==> config.mk <==
export PLATFORM = sky130hd
export DESIGN_NAME = game_ctrl_flat
export DESIGN_NICKNAME = d
export VERILOG_FILES = /design/src/rtl/game_ctrl_if.sv /design/src/rtl/game_ctrl.sv /design/src/flat_wrapper.sv
export SDC_FILE = /design/constraint.sdc
export NUM_CORES = 1
export LEC_CHECK = 0
export CORE_ASPECT_RATIO = 2
export CORE_MARGIN = 2
export CORE_UTILIZATION = 30
export CTS_CLUSTER_SIZE = 12
export DETAILED_ROUTE_END_ITERATION = 10
export MAX_ROUTING_LAYER = met4
export SETUP_SLACK_MARGIN = 0.05
export SYNTH_ARGS = -nofsm -noshare
export SYNTH_HDL_FRONTEND = slang
export SYNTH_SLANG_ARGS = --single-unit
==> constraint.sdc <==
create_clock -name clk -period 4.3 [get_ports clk]
set_input_delay 1.29 -clock clk [delete_from_list [all_inputs] [get_ports clk]]
set_output_delay 1.29 -clock clk [all_outputs]
set_load 0.005 [all_outputs]
==> src/rtl/game_ctrl_if.sv <==
// Handshake bundle between the game controller and its surroundings:
// tick and button pulses going in, registered game status coming out.
interface game_ctrl_if;
  logic       div_hsec;
  logic       btn_start;
  logic       btn_vol_up;
  logic       btn_vol_dn;
  logic       hit;
  logic       goal;
  logic [2:0] state;
  logic [2:0] curr_hp;
  logic [2:0] volume;

  modport master (
    output div_hsec, btn_start, btn_vol_up, btn_vol_dn, hit, goal,
    input  state, curr_hp, volume
  );

  modport slave (
    input  div_hsec, btn_start, btn_vol_up, btn_vol_dn, hit, goal,
    output state, curr_hp, volume
  );
endinterface

==> src/rtl/game_ctrl.sv <==
// Round sequencer for a simple game: INIT -> WAIT countdown -> GAME -> WIN/LOSE
// countdown -> INIT, with hit-point tracking and a saturating volume control.
module game_ctrl #(
  parameter int MAX_HP      = 7,
  parameter int WAIT_TICKS  = 6,
  parameter int END_TICKS   = 10,
  parameter int VOL_DEFAULT = 3
) (
  input  logic         clk,
  input  logic         rst,
  game_ctrl_if.slave   bus
);

  localparam logic [2:0] ST_INIT = 3'd0;
  localparam logic [2:0] ST_WAIT = 3'd1;
  localparam logic [2:0] ST_GAME = 3'd2;
  localparam logic [2:0] ST_WIN  = 3'd3;
  localparam logic [2:0] ST_LOSE = 3'd4;
  localparam logic [2:0] VOL_MAX = 3'd5;

  logic [2:0] state_q, state_d;
  logic [2:0] hp_q, hp_d;
  logic [2:0] vol_q, vol_d;
  logic [3:0] tick_q, tick_d;
  logic       wait_done, end_done, counting;

  // A countdown finishes on the pulse that would make the count reach the limit.
  assign wait_done = bus.div_hsec && (tick_q == 4'(WAIT_TICKS - 1));
  assign end_done  = bus.div_hsec && (tick_q == 4'(END_TICKS - 1));
  assign counting  = (state_q == ST_WAIT) || (state_q == ST_WIN) || (state_q == ST_LOSE);

  // State register and all output-facing flops.
  always_ff @(posedge clk or posedge rst) begin
    if (rst) begin
      state_q <= ST_INIT;
      hp_q    <= 3'd0;
      vol_q   <= 3'(VOL_DEFAULT);
      tick_q  <= 4'd0;
    end else begin
      state_q <= state_d;
      hp_q    <= hp_d;
      vol_q   <= vol_d;
      tick_q  <= tick_d;
    end
  end

  // Next-state logic.
  always_comb begin
    state_d = state_q;
    case (state_q)
      ST_INIT: if (bus.btn_start) state_d = ST_WAIT;
      ST_WAIT: if (wait_done)     state_d = ST_GAME;
      ST_GAME: begin
        if (bus.goal)                     state_d = ST_WIN;
        else if (bus.hit && hp_q <= 3'd1) state_d = ST_LOSE;
      end
      ST_WIN, ST_LOSE: if (end_done) state_d = ST_INIT;
      default: state_d = ST_INIT;
    endcase
  end

  // Hit points and tick counter, evaluated against the pending transition.
  always_comb begin
    hp_d   = hp_q;
    tick_d = tick_q;

    if (state_d != state_q)
      tick_d = 4'd0;
    else if (counting && bus.div_hsec)
      tick_d = tick_q + 4'd1;

    case (state_q)
      ST_INIT: ;
      ST_WAIT: if (wait_done) hp_d = 3'(MAX_HP);
      ST_GAME: begin
        // goal wins over hit; a hit at 1 hp floors at 0 rather than wrapping
        if (!bus.goal && bus.hit)
          hp_d = (hp_q > 3'd1) ? hp_q - 3'd1 : 3'd0;
      end
      ST_WIN, ST_LOSE: if (end_done) hp_d = 3'd0;
      default: hp_d = 3'd0;
    endcase
  end

  // Volume is live in every state; simultaneous up/down cancel out.
  always_comb begin
    vol_d = vol_q;
    if (bus.btn_vol_up && !bus.btn_vol_dn && vol_q < VOL_MAX)
      vol_d = vol_q + 3'd1;
    else if (bus.btn_vol_dn && !bus.btn_vol_up && vol_q > 3'd0)
      vol_d = vol_q - 3'd1;
  end

  assign bus.state   = state_q;
  assign bus.curr_hp = hp_q;
  assign bus.volume  = vol_q;

endmodule

==> src/flat_wrapper.sv <==
// flat-port wrapper written by rule: the top's interface ports become plain ports
module game_ctrl_flat 
#(
  parameter int MAX_HP      = 7,
  parameter int WAIT_TICKS  = 6,
  parameter int END_TICKS   = 10,
  parameter int VOL_DEFAULT = 3
)
  (clk, rst, bus_div_hsec, bus_btn_start, bus_btn_vol_up, bus_btn_vol_dn, bus_hit, bus_goal, bus_state, bus_curr_hp, bus_volume);
  game_ctrl_if bus_i ();
  input  logic clk;
  input  logic rst;
  input wire logic [$bits(bus_i.div_hsec)-1:0] bus_div_hsec;
  input wire logic [$bits(bus_i.btn_start)-1:0] bus_btn_start;
  input wire logic [$bits(bus_i.btn_vol_up)-1:0] bus_btn_vol_up;
  input wire logic [$bits(bus_i.btn_vol_dn)-1:0] bus_btn_vol_dn;
  input wire logic [$bits(bus_i.hit)-1:0] bus_hit;
  input wire logic [$bits(bus_i.goal)-1:0] bus_goal;
  output wire logic [$bits(bus_i.state)-1:0] bus_state;
  output wire logic [$bits(bus_i.curr_hp)-1:0] bus_curr_hp;
  output wire logic [$bits(bus_i.volume)-1:0] bus_volume;
  assign bus_i.div_hsec = bus_div_hsec;
  assign bus_i.btn_start = bus_btn_start;
  assign bus_i.btn_vol_up = bus_btn_vol_up;
  assign bus_i.btn_vol_dn = bus_btn_vol_dn;
  assign bus_i.hit = bus_hit;
  assign bus_i.goal = bus_goal;
  assign bus_state = bus_i.state;
  assign bus_curr_hp = bus_i.curr_hp;
  assign bus_volume = bus_i.volume;
  game_ctrl #(.MAX_HP(MAX_HP), .WAIT_TICKS(WAIT_TICKS), .END_TICKS(END_TICKS), .VOL_DEFAULT(VOL_DEFAULT)) u_core (.clk(clk), .rst(rst), .bus(bus_i));
endmodule
==> flow_summary_export.csv <==
group,metric,value,unit
outcome,status,"finished clean",
global_routing,grt_pass1_vias,911,
power_and_ir_drop,net-switching-power,0.000284,W
clock_tree,clkSinkCount,13,
final_layout,num_antenna_cells,0,
final_layout,drive_gt1_share,13.7,%
clock_tree,path_clk_slew,0.06,ns
clock_tree,worstSkewPairLatency,0.24,ns
sta,rsz0062_at_grt,"false",
synthesis,syn-cell-area,1010,um^2
synthesis,netlist_instances,108,
critical_path,reg2reg_from,"u_core.tick_q[0]",
sta,setup_viol,0,
synthesis,synth-async-reset-ratio,100,%
detailed_routing,met3RoutedLength,72,um
global_routing,grt_max_degree,18,
detailed_routing,firstDrtPassIters,4,
synthesis,synth_edf_count,0,
final_layout,final_area,1220,um^2
detailed_routing,wl_met1,917,um
place,dp_slack,1.27,ns
final_layout,nFillCells,334,
critical_path,crit_fanout,17,
place,place_congestion,0.965,
sta,timing.fmax,0.359,GHz
power_and_ir_drop,p_leak,0.481,nW
power_and_ir_drop,vdd_drop_max,0.260,mV
critical_path,criticalPathCategory,"flip-flop to primary output",
detailed_routing,antenna_left,0,
power_and_ir_drop,p_clk_share,15.0,%
final_layout,multi_input_area,632,um^2
clock_tree,post_cts_resized,0,
clock_tree,cts_hold_buffers,0,
sta,holdWs,0.582,ns
synthesis,seq_area_frac_synth,32.6,%
power_and_ir_drop,seqPwrFrac,36.0,%
detailed_routing,top_layer_used,"met4",
sta,max_slew.worst_pin.slew,0.525,ns
global_routing,overflow,0,
critical_path,rrSetupSlack,2.47,ns
clock_tree,cts_buffers,3,
synthesis,avgSynthCellArea,9.31,um^2
job,drv_cap,0,
synthesis,synth-main-ff-cell,"dfrtp_1",
detailed_routing,post_drt_via_cell_ratio,5.65,
synthesis,yosys_warnings,0,
sta,slew_headroom,65.0,%
die,die-area,3860,um^2
critical_path,required,3.01,ns
critical_path,cp_top_family,"flip-flops",
final_layout,ff_latch_area,328,um^2
sta,maxSlewViolCount,0,
power_and_ir_drop,power,0.000724,W
clock_tree,cts-root-buf,"clkbuf_8",
clock_tree,cts_tree,"yes",
critical_path,path_buf_inv,1,
die,die_w,44.9,um
detailed_routing,drt_iter0_drc,21,
synthesis,synth.distinct_cells,45,
critical_path,cp-start-kind,"flip-flop",
power_and_ir_drop,swShare,39.2,%
detailed_routing,drt-total-wl,2260,um
place,placed_area,1180,um^2
sta,setup_tns,0,ns
place,dp_hpwl,1750,um
critical_path,worst_setup_path_end_kind,"primary output",
final_layout,fin_nets,138,
global_routing,grt_use_total,13.1,%
final_layout,syn2layout_area_growth,21.5,%
synthesis,synth_nets,121,
sta,skew,0.00475,ns
hold_path,min_from,"u_core.bus.curr_hp[1]",
final_layout,final_cell_mix,"clkdlybuf4s50_1 (16), dfrtp_1 (11), o21ai_0 (9)",
global_routing,antenna_found_initial,0,
synthesis,synth-seq-cells,13,
place,port_buffers,16,
hold_path,hold_path_class,"flip-flop to flip-flop",
final_layout,final_common_cell,"clkdlybuf4s50_1",
die,initial_utilization,31.5,%
detailed_routing,num_vias,876,
sta,fin_ws,1.51,ns
clock_tree,cts_buffer_depth,2,
clock_tree,post_cts_buffers,0,
detailed_routing,wl_met2,1200,um
critical_path,crit_chain,"clkdlybuf4s50_1",
sta,min_period,2.79,ns
detailed_routing,drt_drc_violations_left,0,
power_and_ir_drop,comb_power_share,48.9,%
critical_path,critPathMaxStageDelay,0.65,ns
power_and_ir_drop,p_per_area,592,nW/um^2
critical_path,crit_slowest_cell,"dfrtp_1",
power_and_ir_drop,p_int,0.000440,W
critical_path,cp_data_arrival_time,1.50,ns
global_routing,grt_pass1_wl,3730,um
die,coreArea,3190,um^2
sta,hold_viol,0,
die,pin_count,17,
sta,min_period_over_period,64.8,%
die,rows,29,
critical_path,crit_start,"u_core.bus.state[0]",
die,dieHeight,85.9,um
clock_tree,htreeDepth,1,
detailed_routing,wl_per_cell,14.6,um
==> cells by family after synthesis <==
logic type	count (synthesis)	share of synthesized area (%)
DFF	13	32.6
buffers and inverters	9	4.60
xor gates and xnor gates	3	2.61
AOI/OAI and AO/OA	34	24.0
and+or+nand+nor	41	25.5
adders and majority gates	5	6.97
muxes	3	3.73
==> area by class of cell <==
cell class	count	area share [%]
clock buffers	4	3.68
inverters	5	1.54
multi-input cells	86	51.7
flip-flops and latches	13	26.8
well taps	31	3.17
repair buffers	16	13.1
==> stage by stage <==
| step | cells | utilization (%) |
|---|---|---|
| after floorplan | 108 | - |
| after global placement | 151 | 36.9 |
| after detailed placement | 151 | 36.9 |
| after CTS | 155 | 38.3 |
| after global routing | 155 | 38.3 |
| final | 155 | 38.3 |
==> path summary, 6_finish.rpt <==
check,endpoint,cells after the start
worst max-delay path,bus_state[0],1
worst min-delay path,u_core.bus.curr_hp[1],1
worst max register to register,u_core.bus.curr_hp[1],5
worst min register to register,u_core.bus.curr_hp[1],1
max in group asynchronous,u_core.bus.volume[1],2
min in group asynchronous,u_core.bus.volume[2],2
==> cells in the mapped netlist, drive strengths merged, types with 2 or more instances <==
cell | instances | area (um^2)
dfrtp | 11 | 275
o21ai | 9 | 45.0
nor2 | 8 | 30.0
a21oi | 7 | 38.8
inv | 5 | 18.8
nand2 | 5 | 18.8
nor3 | 5 | 25.0
ha | 4 | 50.1
nand2b | 4 | 25.0
o211ai | 4 | 30.0
buf | 3 | 23.8
mux2 | 3 | 37.5
nand3b | 3 | 22.5
nor2b | 3 | 18.8
nor3b | 3 | 32.5
xor2 | 3 | 26.3
a21o | 2 | 15.0
and2 | 2 | 12.5
and4b | 2 | 23.8
dfstp | 2 | 52.6
o22ai | 2 | 12.5
o2bb2ai | 2 | 30.0
==> power groups by stage <==
stage	sequential (W)	clock (W)	combinational, W
after floorplan	0.000229	0	0.000270
after global placement	0.000258	0	0.000348
after global routing	0.000272	0.000119	0.000395
after CTS	0.000261	0.000114	0.000358
after detailed placement	0.000261	0	0.000356
final	0.000261	0.000109	0.000354
==> registers in the layout, summed over array words and instances (netlist names) <==
| name | flops |
|---|---|
| u_core.tick_q | 4 |
| u_core.bus.curr_hp | 3 |
| u_core.bus.state | 3 |
| u_core.bus.volume | 3 |
==> layer usage <==
metal | global-route usage [%] | vias to the layer above
li1 | - | 434
met1 | 13.8 | 413
met2 | 22.2 | 21
met3 | 2.53 | 8
met4 | 6.42 | 0
met5 | - | -
Note: power is estimated with default switching activity, not from simulation.
